<file path="config.mk">
export PLATFORM = sky130hd
export DESIGN_NAME = cnn_layer_sequencer
export DESIGN_NICKNAME = d
export VERILOG_FILES = /design/src/rtl/cnn_pkg.sv /design/src/rtl/cnn_layer_sequencer_stage_timer.sv /design/src/rtl/cnn_layer_sequencer.sv
export SDC_FILE = /design/constraint.sdc
export NUM_CORES = 2
export LEC_CHECK = 0
export BUFFER_PORTS_ARGS = -buffer_cell sky130_fd_sc_hd__buf_4
export CELL_PAD_IN_SITES_DETAIL_PLACEMENT = 1
export CELL_PAD_IN_SITES_GLOBAL_PLACEMENT = 2
export CORE_AREA = 2 2 714 716
export CTS_BUF_LIST = sky130_fd_sc_hd__clkbuf_16
export DETAILED_ROUTE_END_ITERATION = 7
export DIE_AREA = 0 0 716 718
export GPL_TIMING_DRIVEN = 0
export PLACE_DENSITY = 0.35
export RECOVER_POWER = 25
export REMOVE_ABC_BUFFERS = 1
export SKIP_CTS_REPAIR_TIMING = 1
export SYNTH_ARGS = -nofsm -noshare
export SYNTH_HDL_FRONTEND = slang
export SYNTH_SLANG_ARGS = --single-unit
</file>
<file path="constraint.sdc">
create_clock -name clk -period 82.9 [get_ports clk]
set_input_delay 16.58 -clock clk [delete_from_list [all_inputs] [get_ports clk]]
set_output_delay 16.58 -clock clk [all_outputs]
set_load 0.01 [all_outputs]
</file>
<file path="src/rtl/cnn_pkg.sv">
// Shared types and slice helpers for the CNN layer sequencer.
package cnn_pkg;

    localparam int WORD_W = 32;

    typedef enum logic [2:0] {
        S_IDLE,
        S_LOAD,
        S_CONV,
        S_RELU,
        S_POOL,
        S_CAPTURE,
        S_FINISH
    } seq_state_t;

    function automatic int slice_lsb(input int idx, input int width);
        return idx * width;
    endfunction

    function automatic logic is_stage(input seq_state_t s);
        return (s == S_CONV) || (s == S_RELU) || (s == S_POOL);
    endfunction

endpackage

</file>
<file path="src/rtl/cnn_layer_sequencer_stage_timer.sv">
// Per-stage watchdog: down-counter loaded on stage entry, expires in the stage's TIMEOUT-th cycle.
module stage_timer #(
    parameter int TIMEOUT = 1024
) (
    input  logic clk_i,
    input  logic rst_i,
    input  logic clr_i,
    input  logic en_i,
    output logic expired_o
);
    localparam int CNT_W = (TIMEOUT > 1) ? $clog2(TIMEOUT) : 1;

    logic [CNT_W-1:0] count_q, count_d;

    always_comb begin
        count_d = count_q;
        if (clr_i) begin
            count_d = CNT_W'(TIMEOUT - 1);
        end else if (en_i && (count_q != '0)) begin
            count_d = count_q - 1'b1;
        end
    end

    always_ff @(posedge clk_i or posedge rst_i) begin
        if (rst_i) begin
            count_q <= '0;
        end else begin
            count_q <= count_d;
        end
    end

    // TIMEOUT of 0 means the stages may take as long as they need.
    assign expired_o = (TIMEOUT != 0) && en_i && (count_q == '0);

endmodule

</file>
<file path="src/rtl/cnn_layer_sequencer.sv">
// Sequences conv -> relu -> maxpool once per filter and collects each pooled map.
//  state   | meaning
//  IDLE    | waiting for start; stages held in reset
//  LOAD    | latch filter for current channel into conv_filter
//  CONV    | conv2d running
//  RELU    | conv2d + relu running
//  POOL    | conv2d + relu + max_pool2d running
//  CAPTURE | store pooled map for channel, stages back in reset
//  FINISH  | one-cycle done pulse, then IDLE
module cnn_layer_sequencer
    import cnn_pkg::*;
#(
    parameter int NUM_FILTERS  = 4,
    parameter int KERNEL_WIDTH = 3,
    parameter int WEIGHT_WIDTH = 8,
    parameter int POOLED_WIDTH = 3,
    parameter int TIMEOUT      = 1024
) (
    input  logic clk,
    input  logic reset,
    input  logic start,
    output logic busy,
    output logic done,
    output logic error,
    input  logic [NUM_FILTERS*KERNEL_WIDTH*KERNEL_WIDTH*WEIGHT_WIDTH-1:0] filter_bank,
    output logic [KERNEL_WIDTH*KERNEL_WIDTH*WEIGHT_WIDTH-1:0]             conv_filter,
    output logic conv_reset,
    output logic relu_reset,
    output logic pool_reset,
    input  logic conv_done,
    input  logic relu_done,
    input  logic pool_done,
    input  logic [POOLED_WIDTH*POOLED_WIDTH*WORD_W-1:0]             pooled_in,
    output logic [NUM_FILTERS*POOLED_WIDTH*POOLED_WIDTH*WORD_W-1:0] out_maps,
    output logic [$clog2(NUM_FILTERS):0]                            channel_idx
);
    localparam int FILT_W = KERNEL_WIDTH * KERNEL_WIDTH * WEIGHT_WIDTH;
    localparam int MAP_W  = POOLED_WIDTH * POOLED_WIDTH * WORD_W;
    localparam int CH_W   = $clog2(NUM_FILTERS) + 1;
    localparam logic [CH_W-1:0] LAST_CH = CH_W'(NUM_FILTERS - 1);

    seq_state_t        state_q, state_d;
    logic              first_q;
    logic [CH_W-1:0]   chan_q, chan_d;
    logic              error_q, error_d;
    logic [FILT_W-1:0] conv_filter_q, conv_filter_d;
    logic [MAP_W-1:0]  maps_q [NUM_FILTERS];
    logic [FILT_W-1:0] filt_arr [NUM_FILTERS];
    logic              stage_done, done_seen, expired;

    for (genvar g = 0; g < NUM_FILTERS; g++) begin : g_slice
        assign filt_arr[g] = filter_bank[slice_lsb(g, FILT_W) +: FILT_W];
        assign out_maps[slice_lsb(g, MAP_W) +: MAP_W] = maps_q[g];
    end

    stage_timer #(.TIMEOUT(TIMEOUT)) u_timer (
        .clk_i     (clk),
        .rst_i     (reset),
        .clr_i     (state_d != state_q),
        .en_i      (is_stage(state_q)),
        .expired_o (expired)
    );

    always_ff @(posedge clk or posedge reset) begin
        if (reset) begin
            state_q       <= S_IDLE;
            first_q       <= 1'b0;
            chan_q        <= '0;
            error_q       <= 1'b0;
            conv_filter_q <= '0;
            for (int c = 0; c < NUM_FILTERS; c++) maps_q[c] <= '0;
        end else begin
            state_q       <= state_d;
            first_q       <= (state_d != state_q);
            chan_q        <= chan_d;
            error_q       <= error_d;
            conv_filter_q <= conv_filter_d;
            for (int c = 0; c < NUM_FILTERS; c++) begin
                if (state_q == S_IDLE && start) begin
                    maps_q[c] <= '0;
                end else if (state_q == S_CAPTURE && int'(chan_q) == c) begin
                    maps_q[c] <= pooled_in;
                end
            end
        end
    end

    always_comb begin
        state_d       = state_q;
        chan_d        = chan_q;
        error_d       = error_q;
        conv_filter_d = conv_filter_q;
        case (state_q)
            S_CONV:  stage_done = conv_done;
            S_RELU:  stage_done = relu_done;
            S_POOL:  stage_done = pool_done;
            default: stage_done = 1'b0;
        endcase
        // The done level left over from the previous stage/channel is not trusted on entry.
        done_seen = stage_done && !first_q;
        case (state_q)
            S_IDLE: begin
                if (start) begin
                    state_d = S_LOAD;
                    chan_d  = '0;
                    error_d = 1'b0;
                end
            end
            S_LOAD: begin
                state_d = S_CONV;
                for (int c = 0; c < NUM_FILTERS; c++) begin
                    if (int'(chan_q) == c) conv_filter_d = filt_arr[c];
                end
            end
            S_CONV, S_RELU, S_POOL: begin
                if (done_seen) begin
                    state_d = (state_q == S_CONV) ? S_RELU :
                              (state_q == S_RELU) ? S_POOL : S_CAPTURE;
                end else if (expired) begin
                    state_d = S_FINISH;
                    error_d = 1'b1;
                end
            end
            S_CAPTURE: begin
                if (chan_q == LAST_CH) begin
                    state_d = S_FINISH;
                end else begin
                    state_d = S_LOAD;
                    chan_d  = chan_q + 1'b1;
                end
            end
            S_FINISH: state_d = S_IDLE;
            default:  state_d = S_IDLE;
        endcase
    end

    always_comb begin
        busy        = (state_q != S_IDLE);
        done        = (state_q == S_FINISH);
        error       = error_q;
        channel_idx = chan_q;
        conv_filter = conv_filter_q;
        // Upstream stages stay released so their outputs remain valid downstream.
        conv_reset  = !is_stage(state_q);
        relu_reset  = !(state_q == S_RELU || state_q == S_POOL);
        pool_reset  = (state_q != S_POOL);
    end

endmodule

</file>
==> impl_metrics.json <==
{
  "status": "finished, violations left",
  "finalWorstSetupSlack_ns": 54.34,
  "p_clk_share_pct": 34.6,
  "drt-total-wl_microns": 393000,
  "rsz0062_at_grt": "no",
  "fp.dieW_microns": 716,
  "synth-compound-area-share_pct": 14.2,
  "nFillCells": 59200,
  "crit_arrival_ns": 29.52,
  "p_per_area_nw_per_um2": 27.5,
  "drt_first_pass_iters": 5,
  "path_buf_inv": 7,
  "synth.avg_cell_area_sq_um": 8.93,
  "clock_skew_ns": 0.0484,
  "synthesis.area_sq_um": 50900,
  "worstMarginPinSlew_ns": 6.07,
  "synth_area_leader_cell": "dfrtp_1",
  "comb_power_share_pct": 29.7,
  "routedWlPerCell_microns": 27.6,
  "dp_cells": 13900,
  "hold_viol": 0,
  "h-tree-depth": 4,
  "grt_pass1_wl_microns": 516000,
  "start_util_pct": 10.0,
  "seq_power_share_pct": 35.7,
  "crit_family": "buffers and inverters",
  "p_leak_nw": 35.1,
  "place_hpwl_microns": 299000,
  "p_total_w": 0.00217,
  "antenna_found_initial": 142,
  "cpPeakStageDelay_ns": 4.38,
  "final_nets": 7950,
  "dp_slack_ns": 62.77,
  "timing.final.crit_share_pct": 34.5,
  "fmax_mhz": 35.0,
  "place.gp.congestion": 0.767,
  "drt_iter0_drc": 2460,
  "fp.dieArea_sq_um": 514000,
  "crit_type": "input pin to asynchronous set/reset pin",
  "hold_class": "flip-flop to flip-flop",
  "start_kind": "input pin",
  "ios": 1815,
  "required_ns": 83.85,
  "synth_flop_cell": "dfrtp_1",
  "yosysWarnings": 0,
  "period_needed_ns": 28.56,
  "synthTopCellsByCount": "nand2_1, dfrtp_1, a21oi_1",
  "grt_usage_pct": 14.7,
  "synth_area_leaders": "dfrtp_1, nand2_1, a21oi_1",
  "area_growth_pct": 54.9,
  "ys_seq_area_share_pct": 61.1,
  "overflow": 0,
  "violations": "max-capacitance violations, max-slew violations",
  "grt_max_degree": 105,
  "syn_inst": 5697,
  "cp_slowest_cell": "clkbuf_1",
  "synthArstFlopShare_pct": 100,
  "antenna_left": 0,
  "synth_top_area_share_pct": 61.1,
  "synth_cell_types": 45,
  "crit_path_cell_trace": "clkbuf_4, clkinvlp_2, clkbuf_1, clkbuf_1, buf_16, buf_16, buf_16",
  "intPower_w": 0.00137,
  "yosys.area_share.xor_xnor_pct": 0.0517,
  "clock_insertion_delay_worst_skew_ns": 0.89,
  "synthAdderAreaFrac_pct": 0.148,
  "layout.cells.non_filler": 14200,
  "synth_edf_count": 0,
  "synth_top_family_by_area": "simple AND/OR/NAND/NOR gates",
  "slew_viol_final": 1061,
  "vias": 49100,
  "crit_path_frequent_cell": "buf_16",
  "rows": 262,
  "clock-sinks": 1242,
  "vdd_drop_max_uv": 14.9,
  "yosys-mux-area-fraction_pct": 1.48,
  "port_buffers": 1814,
  "viasPerCell": 3.45,
  "finalSetupViolations": 0,
  "cts_buffers": 186,
  "crit_path_end_kind": "asynchronous set/reset pin",
  "synth.most_common_cell": "nand2_1",
  "worstPathMaxFanout": 96,
  "post-route-drc-count": 0,
  "cts_tree": "built",
  "coreArea_sq_um": 507000,
  "grt_pass1_vias": 51200,
  "slew_headroom_pct": -305,
  "p_sw_share_pct": 36.9,
  "drive_gt1_share_pct": 28.5,
  "cts.reportedPaths.clkPinSlew_ns": 0.05,
  "die_y_microns": 718,
  "ys_ff_latch": 1242,
  "synthSimpleGateAreaFrac_pct": 18.9,
  "cap_violations": 15,
  "cts_root_buffer": "clkbuf_16",
  "clock_path_buffers": 4,
  "p_sw_w": 0.000800,
  "fin_setup_tns_ns": 0
}
## power groups by stage
| stage | Combinational (W) | Clock, W | Sequential (W) |
|---|---|---|---|
| final | 0.000643 | 0.000751 | 0.000774 |
| after detailed placement | 0.000673 | 0 | 0.000784 |
| after CTS | 0.000674 | 0.000794 | 0.000776 |
| after global routing | 0.000696 | 0.000811 | 0.000790 |
| after floorplan | 0.000215 | 0 | 0.000833 |
| after global placement | 0.000698 | 0 | 0.000802 |
## worst min-delay path: stages, from the launching register on
cell	delay, ns
dfrtp_1	0.34
nand2_1	0.05
o21ai_0	0.06
## placed cells by master (no fill, tap or decap), types with 3 or more instances in the layout
master	count
a211oi_1	72
a21oi_1	1231
and2_4	3
and3_1	3
buf_12	10
buf_16	79
buf_4	1739
clkbuf_1	32
clkbuf_16	189
clkbuf_4	57
clkinv_1	31
clkinv_16	3
clkinv_2	18
clkinv_4	3
clkinv_8	3
dfrtp_1	1242
diode_2	23
ha_1	5
inv_1	68
inv_2	3
mux2i_1	75
nand2_1	2398
nand2_4	3
nand2b_1	4
nand3_1	7
nor2_1	82
nor3_1	5
o21ai_0	76
or3_1	4
## routing by layer
| metal | wire length, microns | track usage [%] | up-vias |
|---|---|---|---|
| met1 | 144000 | 15.7 | 25100 |
| met5 | 581 | 0 | - |
| met3 | 36100 | 6.05 | 542 |
| met2 | 199000 | 26.4 | 1545 |
| li1 | - | - | 21900 |
| met4 | 14000 | 4.53 | 84 |
## path summary, 6_finish.rpt
| path | slack [ns] | end | depth (start not counted) | start |
|---|---|---|---|---|
| worst max-delay path | 54.34 | out_maps[412]$_DFFE_PP0P_ | 7 | reset |
| worst min-delay path | 0.48 | conv_filter[0]$_DFFE_PP0P_ | 2 | conv_filter[0]$_DFFE_PP0P_ |
| worst max register to register | 72.91 | out_maps[1053]$_DFFE_PP0P_ | 9 | state_q[2]$_DFF_PP0_ |
| worst min register to register | 0.48 | conv_filter[0]$_DFFE_PP0P_ | 2 | conv_filter[0]$_DFFE_PP0P_ |
| max in group clk | 57.94 | out_maps[1053]$_DFFE_PP0P_ | 9 | start |
| min in group asynchronous | 16.91 | out_maps[1096]$_DFFE_PP0P_ | 2 | reset |
## flip-flops by register name, summed over array words and instances, names as in the netlist
| signal | flops |
|---|---|
| error | 1 |
| first_q | 1 |
| conv_filter | 72 |
| u_timer.count_q | 10 |
| state_q | 3 |
| channel_idx | 3 |
| out_maps | 1152 |
## cells by family (layout without fill, tap and decap cells)
logic type                 count (synthesis)  count (layout)
other                                      0              23
buffers and inverters                    452            2242
AOI/OAI and AO/OA                       1392            1392
and+or+nand+nor                         2527            2527
muxes                                     75              75
adders and majority gates                  6               6
DFF                                     1242            1242
xor gates and xnor gates                   3               3
## area by class of cell
cell class	instances	area, sq um	area share [%]
multi-input combinational	4003	17800	22.6
tap	6732	8420	10.7
clock buffer	189	4730	6.00
sequential	1242	31100	39.5
timing repair buffer	1917	16000	20.3
inverter	12	46.3	0.0588
antenna	23	57.6	0.0731
clock inverter	124	679	0.863
## metrics by stage
stage | utilization [%] | hold WS (ns) | instance area [sq um]
3_5_place_dp | 14.5 | 0.474 | 73700
2_1_floorplan | - | 0.516 | 48800
6_report | 15.5 | 0.475 | 78800
5_1_grt | 15.5 | 0.514 | 78700
3_3_place_gp | 14.0 | 0.469 | 70900
4_1_cts | 15.6 | 0.486 | 79100
No activity file was read; power rests on OpenSTA's default activity.
